===== src/rtl/vc_stream_demux4.sv =====
// vc_stream_demux4: four-way valid/ready stream demultiplexer.
//
// Each message on the input stream goes to the output port named by its select field.
// Every output has its own 2-entry FIFO. A stalled consumer only blocks messages that are
// headed for that consumer.
//
// Build option:
//   VC_STREAM_DEMUX_BYPASS_EN -- if this macro is defined, an empty FIFO whose consumer is
//   ready passes the incoming message straight through in the same cycle (0-cycle latency).
//   If it is undefined, every output is registered and the latency is exactly one cycle.
//
// Ports:
//   clk_i                  clock, rising edge
//   reset_ni               asynchronous active-low reset
//   in_val_i / in_rdy_o    input handshake; in_rdy_o depends only on state and in_sel_i
//   in_sel_i [1:0]         destination port of the message on in_msg_i
//   in_msg_i [W-1:0]       input message
//   outK_val_o / outK_rdy_i / outK_msg_o  output port K (K = 0..3)

module vc_stream_demux4 #(
   parameter int unsigned W = 1
) (
   input  logic         clk_i,
   input  logic         reset_ni,

   input  logic         in_val_i,
   output logic         in_rdy_o,
   input  logic [1:0]   in_sel_i,
   input  logic [W-1:0] in_msg_i,

   output logic         out0_val_o,
   input  logic         out0_rdy_i,
   output logic [W-1:0] out0_msg_o,

   output logic         out1_val_o,
   input  logic         out1_rdy_i,
   output logic [W-1:0] out1_msg_o,

   output logic         out2_val_o,
   input  logic         out2_rdy_i,
   output logic [W-1:0] out2_msg_o,

   output logic         out3_val_o,
   input  logic         out3_rdy_i,
   output logic [W-1:0] out3_msg_o
);

   logic [3:0]   out_rdy;
   logic [3:0]   out_val;
   logic [W-1:0] out_msg [4];
   logic [3:0]   full;

   assign out_rdy = {out3_rdy_i, out2_rdy_i, out1_rdy_i, out0_rdy_i};

   // Acceptance is decided only by the occupancy of the selected FIFO. It never looks at
   // the consumer's ready, so there is no combinational path from outK_rdy to in_rdy.
   assign in_rdy_o = !full[in_sel_i];

   for (genvar k = 0; k < 4; k++) begin : g_fifo
      logic [W-1:0] mem_q [2];
      logic         head_q, head_d;
      logic         tail_q, tail_d;
      logic [1:0]   cnt_q, cnt_d;
      logic         sel_hit;
      logic         byp;
      logic         enq;
      logic         deq;

      assign sel_hit = (in_sel_i == 2'(k));

`ifdef VC_STREAM_DEMUX_BYPASS_EN
      // Empty FIFO with a ready consumer: the message goes straight through and is not
      // stored.
      assign byp = (cnt_q == 2'd0) && in_val_i && sel_hit && out_rdy[k];
`else
      assign byp = 1'b0;
`endif

      assign full[k] = (cnt_q == 2'd2);
      assign enq     = in_val_i && sel_hit && !full[k] && !byp;
      assign deq     = (cnt_q != 2'd0) && out_rdy[k];

      assign out_val[k] = (cnt_q != 2'd0) || byp;
      assign out_msg[k] = byp ? in_msg_i : mem_q[head_q];

      always_comb begin
         head_d = head_q ^ deq;
         tail_d = tail_q ^ enq;
         cnt_d  = cnt_q;
         unique case ({enq, deq})
            2'b10:   cnt_d = cnt_q + 2'd1;
            2'b01:   cnt_d = cnt_q - 2'd1;
            default: cnt_d = cnt_q;  // idle, or enqueue and dequeue in the same cycle
         endcase
      end

      always_ff @(posedge clk_i or negedge reset_ni) begin
         if (!reset_ni) begin
            head_q <= 1'b0;
            tail_q <= 1'b0;
            cnt_q  <= 2'd0;
         end else begin
            head_q <= head_d;
            tail_q <= tail_d;
            cnt_q  <= cnt_d;
         end
      end

      // Message storage has no reset. Only pointers and counts are cleared.
      always_ff @(posedge clk_i) begin
         if (enq) begin
            mem_q[tail_q] <= in_msg_i;
         end
      end
   end

   assign out0_val_o = out_val[0];
   assign out1_val_o = out_val[1];
   assign out2_val_o = out_val[2];
   assign out3_val_o = out_val[3];

   assign out0_msg_o = out_msg[0];
   assign out1_msg_o = out_msg[1];
   assign out2_msg_o = out_msg[2];
   assign out3_msg_o = out_msg[3];

endmodule


===== config.mk =====
export PLATFORM = sky130hd
export DESIGN_NAME = vc_stream_demux4
export DESIGN_NICKNAME = d
export VERILOG_FILES = /design/src/rtl/vc_stream_demux4.sv
export SDC_FILE = /design/constraint.sdc
export NUM_CORES = 1
export LEC_CHECK = 0
export CELL_PAD_IN_SITES_DETAIL_PLACEMENT = 1
export CELL_PAD_IN_SITES_GLOBAL_PLACEMENT = 2
export CORE_MARGIN = 4
export CORE_UTILIZATION = 32
export CTS_CLUSTER_DIAMETER = 40
export CTS_CLUSTER_SIZE = 40
export DETAILED_ROUTE_END_ITERATION = 16
export PLACE_DENSITY = 0.8
export SLEW_MARGIN = 40
export SYNTH_ARGS = -nofsm -noshare
export SYNTH_HDL_FRONTEND = slang
export SYNTH_SLANG_ARGS = --single-unit

===== constraint.sdc =====
create_clock -name clk_i -period 1.5 [get_ports clk_i]
set_input_delay 0.3 -clock clk_i [delete_from_list [all_inputs] [get_ports clk_i]]
set_output_delay 0.3 -clock clk_i [all_outputs]
set_load 0.01 [all_outputs]

==> results by group, run 1 <==
Run status
  – Failing checks: negative setup slack
  – Status: finished with violations

Critical path
  – Data arrival, critical path: between 1 and 1.5 ns
  – Crit path largest cell delay: roughly 0.47 ns
  – Terminus of the critical flop-to-flop path: g_fifo[2].cnt_q[1]
  – Critical Path End Type: output port
  – Critical Path Source Type: register
  – RR Startpoint: g_fifo[2].cnt_q[0]
  – CP max-delay cell: mux4_2
  – Top cell by count, worst path: buf_6
  – Kind of critical path: register to output port
  – CP Cell Sequence: buf_6 -> nand2b_4 -> mux4_2 -> buf_6
  – R2R depth: 8
  – Worst reg-to-reg setup slack: -0.19 ns
  – Buf+Inv Stages, Crit Path: 2
  – Critical path required time: 1.20 ns
  – Crit-path max FO: 2
  – Stages on the worst setup path: 4
  – Crit path max-delay family: multiplexers

Finish
  – FILL cells: 390
  – Most common cell after layout, fill and taps aside: buf_4
  – Most frequent cells in the layout: buf_4, dfrtp_1, buf_6, inv_1
  – Final cell count without fillers: 193
  – Seq. cell area: 641 µm²
  – Area of the multi-input gates: about 670 µm²
  – Layout Utilization: between 50% and 60%
  – Fin nets: roughly 170
  – Syn-to-layout area delta: 55.1%
  – Layout cell share with drive strength beyond 1: slightly above 50%
  – Antenna Cells: 0

Clock network
  – CTS tree: yes
  – Num Clock Sinks: 24
  – Worst-Skew Late Latency: around 0.26 ns
  – TritonCTS Buffers: 3
  – Hold_buf cts: 0
  – Reg clk slew, reported paths: about 0.08 ns
  – Clk root buf: clkbuf_8
  – Max H-tree Level: 1
  – Clk buf depth: 2

Route
  – Total Wirelength: ~2800 µm
  – Detailed-route DRC error count: 0
  – 1st-pass router iterations: 2
  – Initial DRC count: 12
  – Via density: between 4 and 5
  – DRT antenna net count: 0
  – Vias: between 800 and 900
  – WL/cell: 14.5 µm

Yosys
  – Net Count, Synth: around 120
  – Synth Instances: 94
  – Synth Cell Area: 1200 µm²
  – Number of flops mapped to enable cells by yosys: 8
  – Register area share after synthesis: a little over half
  – Count of cell types in the netlist: 18
  – Flops & latches, synth: 24
  – Post-synth ARST share: around 67%
  – Syn_area_per_cell: 12.8 µm²
  – Yosys warns: 0
  – Dominant synthesized flop cell: dfrtp_1

Floorplan
  – I/O Pins: 19
  – Die Ht: ~70 µm
  – Die width: ~69 µm
  – Row Count: 22
  – Core ar.: 3660 µm²
  – Die area: between 4000 and 5000 µm²
  – Initial core utilization: 32.9%

Hold path
  – Worst Hold Class: primary input to asynchronous set/reset pin

Placed design
  – Buffers on Ports: 18
  – DP Wirelength: 1780 µm
  – Placed cells: about 180
  – Placer's final routability congestion estimate: between 0.7 and 0.8

Timing
  – Final count of hold timing violations: 0
  – Actual slew at the worst max-slew pin: 0.330 ns
  – Relative slew slack: slightly below 80%
  – Period utilization: 116%
  – Setup ws final: -0.247 ns
  – Max Freq: around 570 MHz
  – Final setup viols: 9
  – Minimum clock period: 1.75 ns
  – Skew final: between 0.004 and 0.005 ns
  – Final-report max-slew violation count: 0
  – RSZ-0062 raised after global routing: true

Power and ir drop
  – Comb pwr share: slightly below 60%
  – Sw Pwr: between 1 and 1.5 mW
  – Pwr/cell area: around 1900 nW/µm²
  – Clock share of power: a little over a tenth
  – Switching Fraction: between 30% and 40%
  – Internal: about 2.4 mW
  – P_leak: slightly below 0.9 nW
  – Sequential power share: a little under a third
  – Max rail drop VDD: a little under 0.9 mV

GRT
  – Vias in the first global route: about 950
  – Antenna violations before repair: 0
  – First-pass GRT wire length: between 4000 and 5000 µm
  – GRT Resource Usage Total: between 10% and 20%
  – Largest net degree at the start of global routing: 17
  – GR Overflow Total: 0

Job
  – Max-cap violations: 0
-- power groups by stage --
| stage | clock [mW] | sequential [mW] | combinational (mW) |
|---|---|---|---|
| 4_1_cts | 0.394 | 1.10 | 1.78 |
| 5_1_grt | 0.425 | 1.15 | 2.22 |
| 2_1_floorplan | 0 | 1.11 | 0.772 |
| 3_5_place_dp | 0 | 1.10 | 1.46 |
| 3_3_place_gp | 0 | 1.08 | 1.40 |
| 6_report | 0.380 | 1.12 | 2.05 |
-- cells by family (layout without fill, tap and decap cells) --
family                     Yosys count  after routing  synth area share (%)
and+or+nand+nor                     25             25                  13.4
muxes                                5              5                  5.61
xor gates and xnor gates            16             16                  11.6
DFF                                 24             24                  53.2
adders and majority gates           12             12                  12.5
buffers and inverters               12             63                  3.74
-- worst max path at each step --
stage / startpoint / endpoint / slack (ns)
global route: g_fifo[3].cnt_q[0] / in_rdy_o / -0.29
CTS: g_fifo[2].cnt_q[0] / in_rdy_o / -0.23
floorplan: g_fifo[2].cnt_q[0] / g_fifo[2].cnt_q[1] / 0.007
global placement: in_sel_i[0] / in_rdy_o / -0.59
finish: g_fifo[0].cnt_q[1] / in_rdy_o / -0.25
detailed placement: in_sel_i[0] / g_fifo[0].cnt_q[1] / -0.65
-- Yosys cell counts, drive strengths merged, types with 2 or more instances --
cell	instances	share of area (%)
and2	4	2.9
dfrtp	16	33
edfxtp	8	20
ha	12	12
inv	12	3.7
mux2	4	3.7
nand2b	5	3.2
nor2	4	1.2
nor2b	3	1.6
or2	4	2.1
or3	2	1.0
xnor2	8	5.8
xor2	8	5.8
-- layout make-up --
cell class | instances | share of cell area (%)
inverters | 12 | 2.68
repair buffers | 48 | 22.0
flip-flops and latches | 24 | 34.3
clock buffers | 3 | 2.21
well taps | 48 | 3.21
multi-input cells | 58 | 35.7
-- metal layers --
layer  routed length, µm  up-vias  global-route usage, %  part of all wire, %
li1                    -      401                      -                    -
met1                1170      417                   13.7                   42
met2                1510       17                   21.2                   54
met3                  76        4                   2.46                  2.7
met4                  30        0                   3.69                  1.1
met5                   0        -                      0                    0
-- through the flow --
| step | hold slack, ns | total power, mW | setup TNS, ns | setup slack, ns | instance area (µm²) |
|---|---|---|---|---|---|
| after CTS | 0.360 | 3.28 | -0.832 | -0.234 | 1780 |
| after global placement | 0.465 | 2.47 | -6.75 | -0.593 | 1590 |
| after floorplan | 0.00441 | 1.89 | 0 | 0.00669 | 1220 |
| after detailed placement | 0.486 | 2.56 | -7.80 | -0.651 | 1590 |
| final | 0.359 | 3.55 | -0.950 | -0.247 | 1870 |
| after global routing | 0.369 | 3.79 | -1.53 | -0.291 | 1870 |
-- state kept, by name (all words and copies together) (netlist names) --
register	count
g_fifo.cnt_q	8
g_fifo.head_q	4
g_fifo.mem_q	8
g_fifo.tail_q	4
-- repair_timing --
action | in CTS | in global routing
setup buffers | 7 | 6
pin swaps | 15 | 12
gates resized for setup | 61 | 16
endpoints found under the setup margin | 22 | 15
(Power assumes the default switching activity.)
==> run 2: changes to the inputs <==
- CORE_ASPECT_RATIO: not set -> 0.5
==> run 2 against run 1 <==
Compared with the run above: the run still ends with negative setup slack left; via count shrank 0.48%; sequential share of layout area shrank 1.1 points; die area grew 1.2%; total power grew 2.3%; critical path depth shrank 1; non-clock buffer count grew 1; core utilization grew 3.7 points; clock skew shrank 0.0024 ns; flip-flop and latch count is the same; critical endpoint unchanged; largest cell class unchanged.
==> results by group, run 2 (synthesized netlist as in run 1, its figures left out) <==
Clock network
  – CTS tree: yes (unchanged)
  – Reg clk slew, reported paths: 0.09 ns (was 0.08 ns)
  – Clk root buf: clkbuf_8 (unchanged)
  – TritonCTS Buffers: 3 (unchanged)
  – Hold_buf cts: 0 (unchanged)
  – Num Clock Sinks: 24 (unchanged)
  – Clk buf depth: 2 (unchanged)
  – Worst-Skew Late Latency: 0.27 ns (was 0.26 ns)
  – Max H-tree Level: 1 (unchanged)

Timing
  – Skew final: 0.00164 ns (was 0.00401 ns)
  – Minimum clock period: 1.73 ns (was 1.75 ns)
  – Final-report max-slew violation count: 0 (unchanged)
  – Setup ws final: -0.230 ns (was -0.247 ns)
  – Relative slew slack: 75.4% (was 78.0%)
  – Final count of hold timing violations: 0 (unchanged)
  – Actual slew at the worst max-slew pin: 0.367 ns (was 0.330 ns)
  – Final setup viols: 11 (was 9)
  – Max Freq: 578 MHz (was 572 MHz)
  – Period utilization: 115% (was 116%)
  – RSZ-0062 raised after global routing: true (unchanged)

Floorplan
  – Die area: 4870 µm² (was 4810 µm²)
  – Die Ht: 51.4 µm (was 69.4 µm)
  – I/O Pins: 19 (unchanged)
  – Initial core utilization: 34.1% (was 32.9%)
  – Row Count: 15 (was 22)
  – Core ar.: 3530 µm² (was 3660 µm²)
  – Die width: 94.8 µm (was 69.4 µm)

Finish
  – Most common cell after layout, fill and taps aside: buf_4 (unchanged)
  – Syn-to-layout area delta: 60.3% (was 55.1%)
  – Fin nets: 170 (was 169)
  – Antenna Cells: 0 (unchanged)
  – Most frequent cells in the layout: buf_4, dfrtp_1, buf_6 (was buf_4, dfrtp_1, buf_6, inv_1)
  – Top Registers: g_fifo.cnt_q: 8 flops, g_fifo.mem_q: 8 flops (unchanged)
  – Layout cell share with drive strength beyond 1: 54.4% (was 50.3%)
  – FILL cells: 373 (was 390)

Placed design
  – Buffers on Ports: 18 (unchanged)
  – Dpl ws: -0.671 ns (was -0.651 ns)
  – DP Wirelength: 1730 µm (was 1780 µm)
  – Placer's final routability congestion estimate: 0.734 (was 0.745)

Run status
  – Failing checks: negative setup slack (unchanged)
  – Status: finished with violations (unchanged)

Critical path
  – Crit path from: g_fifo[3].cnt_q[0] (was g_fifo[0].cnt_q[1])
  – Critical path required time: 1.20 ns (about the same)
  – Kind of critical path: register to output port (unchanged)
  – Data arrival, critical path: 1.43 ns (was 1.45 ns)
  – Critical Path End Type: output port (unchanged)
  – Worst reg-to-reg setup slack: -0.17 ns (was -0.19 ns)
  – Terminus of the critical flop-to-flop path: g_fifo[0].cnt_q[1] (was g_fifo[2].cnt_q[1])
  – RR Startpoint: g_fifo[0].cnt_q[1] (was g_fifo[2].cnt_q[0])
  – Crit-path max FO: 2 (unchanged)
  – R2R depth: 7 (was 8)
  – Critical Path Source Type: register (unchanged)

Route
  – Initial DRC count: 13 (was 12)
  – Vias: 835 (was 839)
  – DRT antenna net count: 0 (unchanged)
  – Detailed-route DRC error count: 0 (unchanged)
  – WL/cell: 14.0 µm (was 14.5 µm)
  – 1st-pass router iterations: 2 (unchanged)
  – Via density: 4.22 (was 4.35)
  – Total Wirelength: 2770 µm (was 2790 µm)

Power and ir drop
  – Overall power: 3.63 mW (was 3.55 mW)
  – Max rail drop VDD: 0.512 mV (was 0.894 mV)
  – P_leak: 0.883 nW (was 0.871 nW)
  – Pwr/cell area: 1880 nW/µm² (was 1900 nW/µm²)

GRT
  – Vias in the first global route: 964 (was 945)
  – GR Overflow Total: 0 (unchanged)
  – Antenna violations before repair: 0 (unchanged)
  – First-pass GRT wire length: 4460 µm (was 4520 µm)
  – GRT Resource Usage Total: 12.3% (was 11.7%)
  – Largest net degree at the start of global routing: 17 (unchanged)

Hold path
  – Worst Hold Class: primary input to asynchronous set/reset pin (unchanged)

Job
  – Max-cap violations: 0 (unchanged)
-- run 2: worst max-delay path, stage by stage, from the launching register on --
cell	delay, ns
dfrtp_1	0.40
nand2b_4	0.14
mux4_2	0.48
buf_6	0.14
-- run 2: timing repair --
item                                    4_1_cts  5_1_grt
resized for setup                            60       25
endpoints found under the hold margin         0        0
setup buffers                                 9        7
pin swaps                                    18       10
endpoints found under the setup margin       25       21
-- run 2: how the worst max path moves through the flow --
stage / cells after the start / slack [ns] / to
floorplan: 5 / 0.007 / g_fifo[2].cnt_q[1]
global placement: 3 / -0.63 / in_rdy_o
detailed placement: 7 / -0.67 / g_fifo[0].cnt_q[1]
CTS: 3 / -0.23 / in_rdy_o
global route: 3 / -0.29 / in_rdy_o
finish: 3 / -0.23 / in_rdy_o
-- run 2: cell type report --
type	instances	area, µm²	area share (%)
multi-input cells	58	699	36.2
repair buffers	49	420	21.8
clock buffers	4	55.1	2.85
inverters	12	52.6	2.72
flip-flops and latches	24	641	33.2
well taps	51	63.8	3.30
-- run 2: report_power, final --
group / internal (mW) / switching [mW] / total (mW) / leakage, nW
logic: 1.29 / 0.780 / 2.07 / 0.595
registers: 0.931 / 0.181 / 1.11 / 0.259
clock network: 0.235 / 0.211 / 0.446 / 0.0288
total: 2.46 / 1.17 / 3.63 / 0.883
-- run 2: layer usage --
layer	global-route usage, %	routed length (µm)	vias to the layer above
li1	-	-	405
met4	3.59	14	0
met3	3.09	62	2
met2	21.4	1510	8
met5	0	0	-
met1	15.1	1190	420
-- run 2: per-stage QoR --
stage	utilization [%]	setup TNS (ns)	instances	cell area [µm²]	hold WS [ns]
2_1_floorplan	-	0	94	1220	0.00441
3_3_place_gp	45.2	-7.74	180	1590	0.464
3_5_place_dp	45.2	-8.23	180	1590	0.470
4_1_cts	50.5	-1.03	192	1780	0.364
5_1_grt	54.8	-2.05	198	1930	0.370
6_report	54.8	-1.12	198	1930	0.361
